===== src/rtl/neuron_mac_responder.sv =====
// neuron_mac_responder: buffers signed (input, weight) pairs on wr_en. On rd_en it
// accumulates their products one per cycle, then saturates the sum to OUT_W bits
// (ReLU is optional). The result is held until output_ready acknowledges it.
module neuron_mac_responder #(
    parameter int DATA_W = 8,
    parameter int DEPTH  = 4,
    parameter int OUT_W  = 16,
    parameter int RELU   = 0
) (
    input  logic                       clk,
    input  logic                       reset,
    input  logic                       wr_en,
    input  logic signed [DATA_W-1:0]   wr_data,
    input  logic signed [DATA_W-1:0]   wr_weight,
    input  logic                       rd_en,
    input  logic                       output_ready,
    output logic signed [OUT_W-1:0]    result,
    output logic                       result_valid,
    output logic                       busy,
    output logic [$clog2(DEPTH):0]     count,
    output logic                       wr_drop,
    output logic                       sat
);

    localparam int IDX_W  = $clog2(DEPTH);
    localparam int CNT_W  = IDX_W + 1;
    localparam int PROD_W = 2 * DATA_W;
    // Accumulator holds DEPTH full-precision products plus a sign bit, so it cannot wrap.
    // The clip bounds below assume ACC_W >= OUT_W, which holds for any sensible sizing.
    localparam int ACC_W  = PROD_W + IDX_W + 1;

    localparam logic [CNT_W-1:0] FULL = CNT_W'(DEPTH);
    localparam logic signed [ACC_W-1:0] SAT_MAX =
        $signed({{(ACC_W-OUT_W+1){1'b0}}, {(OUT_W-1){1'b1}}});
    localparam logic signed [ACC_W-1:0] SAT_MIN =
        $signed({{(ACC_W-OUT_W+1){1'b1}}, {(OUT_W-1){1'b0}}});

    typedef enum logic [1:0] {
        S_IDLE = 2'd0,
        S_MAC  = 2'd1,
        S_SAT  = 2'd2,
        S_DONE = 2'd3
    } state_t;

    state_t                    r_state;
    logic [CNT_W-1:0]          r_count;
    logic [CNT_W-1:0]          r_idx;
    logic signed [ACC_W-1:0]   r_acc;
    logic signed [OUT_W-1:0]   r_result;
    logic                      r_valid;
    logic                      r_sat;
    logic                      r_drop;
    logic signed [DATA_W-1:0]  r_data [DEPTH];
    logic signed [DATA_W-1:0]  r_wgt  [DEPTH];

    logic                      w_full;
    logic                      w_wr_ok;
    logic                      w_last;
    logic signed [PROD_W-1:0]  w_prod;
    logic signed [ACC_W-1:0]   w_prod_ext;

    // True when the accumulated value lies outside the OUT_W signed range.
    function automatic logic sat_clipped(input logic signed [ACC_W-1:0] a);
        return (a > SAT_MAX) || (a < SAT_MIN);
    endfunction

    // Clamp the accumulated value to the OUT_W signed range.
    function automatic logic signed [OUT_W-1:0] sat_clip(input logic signed [ACC_W-1:0] a);
        if (a > SAT_MAX)
            return SAT_MAX[OUT_W-1:0];
        else if (a < SAT_MIN)
            return SAT_MIN[OUT_W-1:0];
        else
            return a[OUT_W-1:0];
    endfunction

    // Optional rectifier applied after clipping; the sat flag ignores it.
    function automatic logic signed [OUT_W-1:0] relu_fn(input logic signed [OUT_W-1:0] v);
        if (RELU != 0 && v[OUT_W-1])
            return '0;
        else
            return v;
    endfunction

    assign w_full     = (r_count == FULL);
    assign w_wr_ok    = (r_state == S_IDLE) && wr_en && !w_full;
    assign w_last     = (r_idx == r_count - CNT_W'(1));
    assign w_prod     = r_data[r_idx[IDX_W-1:0]] * r_wgt[r_idx[IDX_W-1:0]];
    assign w_prod_ext = ACC_W'(w_prod);

    // Pair buffer: data only, written at the next free slot while idle.
    always_ff @(posedge clk) begin
        if (w_wr_ok) begin
            r_data[r_count[IDX_W-1:0]] <= wr_data;
            r_wgt[r_count[IDX_W-1:0]]  <= wr_weight;
        end
    end

    // Control FSM: fill -> multiply-accumulate -> saturate -> hold until acknowledged.
    always_ff @(posedge clk) begin
        if (reset) begin
            r_state  <= S_IDLE;
            r_count  <= '0;
            r_idx    <= '0;
            r_acc    <= '0;
            r_result <= '0;
            r_valid  <= 1'b0;
            r_sat    <= 1'b0;
            r_drop   <= 1'b0;
        end else begin
            r_drop <= wr_en && ((r_state != S_IDLE) || w_full);
            case (r_state)
                S_IDLE: begin
                    if (w_wr_ok)
                        r_count <= r_count + CNT_W'(1);
                    if (rd_en) begin
                        r_acc <= '0;
                        r_idx <= '0;
                        // A write on the same edge is already counted as an entry.
                        if (w_wr_ok || (r_count != '0))
                            r_state <= S_MAC;
                        else
                            r_state <= S_SAT;
                    end
                end
                S_MAC: begin
                    r_acc <= r_acc + w_prod_ext;
                    r_idx <= r_idx + CNT_W'(1);
                    if (w_last)
                        r_state <= S_SAT;
                end
                S_SAT: begin
                    r_result <= relu_fn(sat_clip(r_acc));
                    r_sat    <= sat_clipped(r_acc);
                    r_valid  <= 1'b1;
                    r_state  <= S_DONE;
                end
                S_DONE: begin
                    if (output_ready) begin
                        r_valid <= 1'b0;
                        r_sat   <= 1'b0;
                        r_count <= '0;
                        r_state <= S_IDLE;
                    end
                end
                default: r_state <= S_IDLE;
            endcase
        end
    end

    assign result       = r_result;
    assign result_valid = r_valid;
    assign busy         = (r_state != S_IDLE);
    assign count        = r_count;
    assign wr_drop      = r_drop;
    assign sat          = r_sat;

endmodule

===== config.mk =====
export PLATFORM = sky130hd
export DESIGN_NAME = neuron_mac_responder
export DESIGN_NICKNAME = d
export VERILOG_FILES = /design/src/rtl/neuron_mac_responder.sv
export SDC_FILE = /design/constraint.sdc
export NUM_CORES = 1
export LEC_CHECK = 0
export BUFFER_PORTS_ARGS = -buffer_cell sky130_fd_sc_hd__buf_2
export CAP_MARGIN = 25
export CORE_UTILIZATION = 50
export CTS_BUF_LIST = sky130_fd_sc_hd__clkbuf_8
export DETAILED_ROUTE_END_ITERATION = 7
export PLACE_DENSITY_LB_ADDON = 0.25
export REMOVE_ABC_BUFFERS = 1
export SYNTH_ARGS = -nofsm -noshare
export SYNTH_HDL_FRONTEND = slang
export SYNTH_SLANG_ARGS = --single-unit

===== constraint.sdc =====
create_clock -name clk -period 11.86 [get_ports clk]
set_clock_uncertainty 0.15 [all_clocks]
set_input_delay 2.372 -clock clk [delete_from_list [all_inputs] [get_ports clk]]
set_output_delay 2.372 -clock clk [all_outputs]
set_load 0.02 [all_outputs]

==> metrics.yaml <==
outcome:
  outcome: "complete, no violations"
placed_design:
  placedInstanceArea_um2: 8100
  gp_congestion: 0.831
  dp.cells: 874
  dpl_worst_slack_ns: 5.20
  dp_hpwl_um: 11500
  io_buffers: 43
route:
  dr.first_iter.drc_count: 197
  antenna_left: 0
  via_count: 4839
  detail_route.wl_per_cell_um: 16.4
  drcViolationCount: 0
  first_pass_iters: 4
  vias_per_cell: 5.44
  wl_um: 14600
clock_network:
  path_clk_slew_ns: 0.11
  cts-htree-levels: 3
  post_cts_buffers: 0
  numCtsBuffers: 9
  ctsResizeCount: 0
  insertion_delay_ns: 0.41
  clk_path_buf_depth: 2
  cts_hold_buf: 0
  cts_root_buf: "clkbuf_8"
  cts_tree: "built"
  clock_sinks: 112
synth:
  syn_avg_cell_area_um2: 11.6
  synth_edf_count: 64
  synth-main-ff-cell: "edfxtp_1"
  yosysWarnings: 0
  yosysSeqAreaShare_pct: 37.5
  async_flop_share_pct: 0
  synthesis.area_um2: 7680
  synth_seq_cells: 112
  post_synth_inst_count: 663
  ys_types: 51
finish:
  nets: 861
  drive_above_1_share_pct: 11.8
  antenna_cells: 0
  fin_cells: 890
  fill_cells: 1262
  design_area_um2: 8310
  syn_to_final_growth_pct: 8.09
floorplanning:
  dieArea_um2: 15900
  fp-row-count: 44
  die_h_um: 126
  start_util_pct: 52.1
  die_w_um: 126
  io_pins: 44
  core_area_um2: 14800
hold_path:
  hold_depth: 2
  hold_start: "result_valid"
  min_path_type: "flip-flop to flip-flop"
sta:
  rsz0062_at_grt: "no"
  period_share_pct: 55.7
  period_needed_ns: 6.61
  slew_viol_final: 0
  setup_slack_ns: 5.25
  tightest_slew_ns: 0.855
  setup-violations-final: 0
  setup_tns_ns: 0
  clock.fmax_mhz: 151
  max_slew_margin_pct: 42.8
  hold_viol: 0
worst_setup_path:
  crit_fanout: 17
  endpoint_kind: "flip-flop"
  cp_data_arrival_time_ns: 6.76
  crit_type: "flip-flop to flip-flop"
  ff2ff_path_depth: 16
  start_kind: "flip-flop"
  critPathRequiredTime_ns: 12.01
global_routing:
  grt_pass1_wl_um: 25200
  grt-ovfl-total: 0
  grt_pass1_vias: 5276
  antenna_found_initial: 0
  grt_util_all_layers_pct: 20.3
  grt_start_max_net_pins: 42
flow_run:
  drv_cap: 0
[logic make-up after synthesis]
logic type	count (synthesis)	share of synthesized area [%]
compound gates	99	8.34
xor+xnor	20	2.28
fa+ha+maj	139	30.8
buf+inv	117	5.75
flops	112	37.5
mux	21	5.19
simple gates	155	10.1
[critical path, stage by stage (launching register included)]
cell     delay [ns]
dfxtp_1        0.85
mux4_2         0.46
and2_1         0.58
inv_1          0.17
fa_1           0.53
inv_1          0.05
fa_1           0.51
fa_1           0.44
fa_1           0.58
fa_1           0.43
ha_1           0.36
o21ai_0        0.22
o21ai_0        0.20
and3_1         0.20
or4_1          0.48
xnor2_1        0.14
a22o_1         0.17
[stage by stage]
stage	hold WS, ns	utilization, %
6_report	0.313	56.3
2_1_floorplan	0.310	-
3_5_place_dp	0.302	54.9
4_1_cts	0.319	56.3
3_3_place_gp	0.291	54.7
5_1_grt	0.349	56.3
[per-layer routing]
metal	share of wire [%]	vias to the layer above	track usage (%)	wire, um
li1	-	2297	-	-
met1	43	2438	25.4	6290
met5	0	-	0	0
met3	2.6	32	3.27	374
met2	52	72	35.1	7510
met4	2.7	0	8.43	392
[cell usage after synthesis (4+ instances only)]
cell	count	area, um^2
xnor2_1	16	140
nand2b_1	18	113
fa_1	84	1680
a22oi_1	15	113
nand2_1	37	139
inv_1	98	368
dfxtp_1	48	961
clkbuf_1	16	60.1
nor2b_1	4	25.0
ha_1	55	688
nand3_1	5	25.0
o21ai_0	22	110
and3_1	5	31.3
mux4_2	15	338
a21oi_1	28	140
a22o_1	5	43.8
mux2i_1	5	50.1
nor2_1	38	143
edfxtp_1	64	1920
and2_1	34	213
nor3_1	4	20.0
xor2_1	4	35.0
[registers in the layout, indices dropped and copies added, names as in the netlist, named ones only]
signal / flops
r_state: 2
result_valid: 1
wr_drop: 1
r_acc: 19
sat: 1
r_data: 32
r_idx: 3
result: 16
count: 3
r_wgt: 32
[layout by cell type, fill, tap and decap left out, types with 9 or more instances in the layout]
cell type,Yosys,layout
nand2_1,37,37
o21ai_0,22,22
dfxtp_1,48,48
and2_1,34,34
nor2_1,38,38
buf_2,2,44
nand2b_1,18,18
a21oi_1,28,28
ha_1,55,55
fa_1,84,84
a22oi_1,15,15
clkbuf_8,0,9
edfxtp_1,64,64
xnor2_1,16,16
mux4_2,15,15
inv_1,98,98
[cell type report]
type	instances	area, um^2	area share [%]
multi-input combinational	434	4360	52.5
sequential	112	2880	34.7
inverter	98	368	4.43
timing repair buffer	46	255	3.07
tap	184	230	2.77
clock buffer	9	124	1.49
clock inverter	7	86.3	1.04
[path summary, 6_finish.rpt]
kind	end	slack (ns)
worst min register to register	result_valid	0.31
worst max-delay path	r_acc[18]	5.25
worst min-delay path	result_valid	0.31
worst max register to register	r_acc[18]	5.25
Power is left out: the tool's default activity adds up to more than one toggle a clock period on the data nets, which glitch-free logic cannot reach.
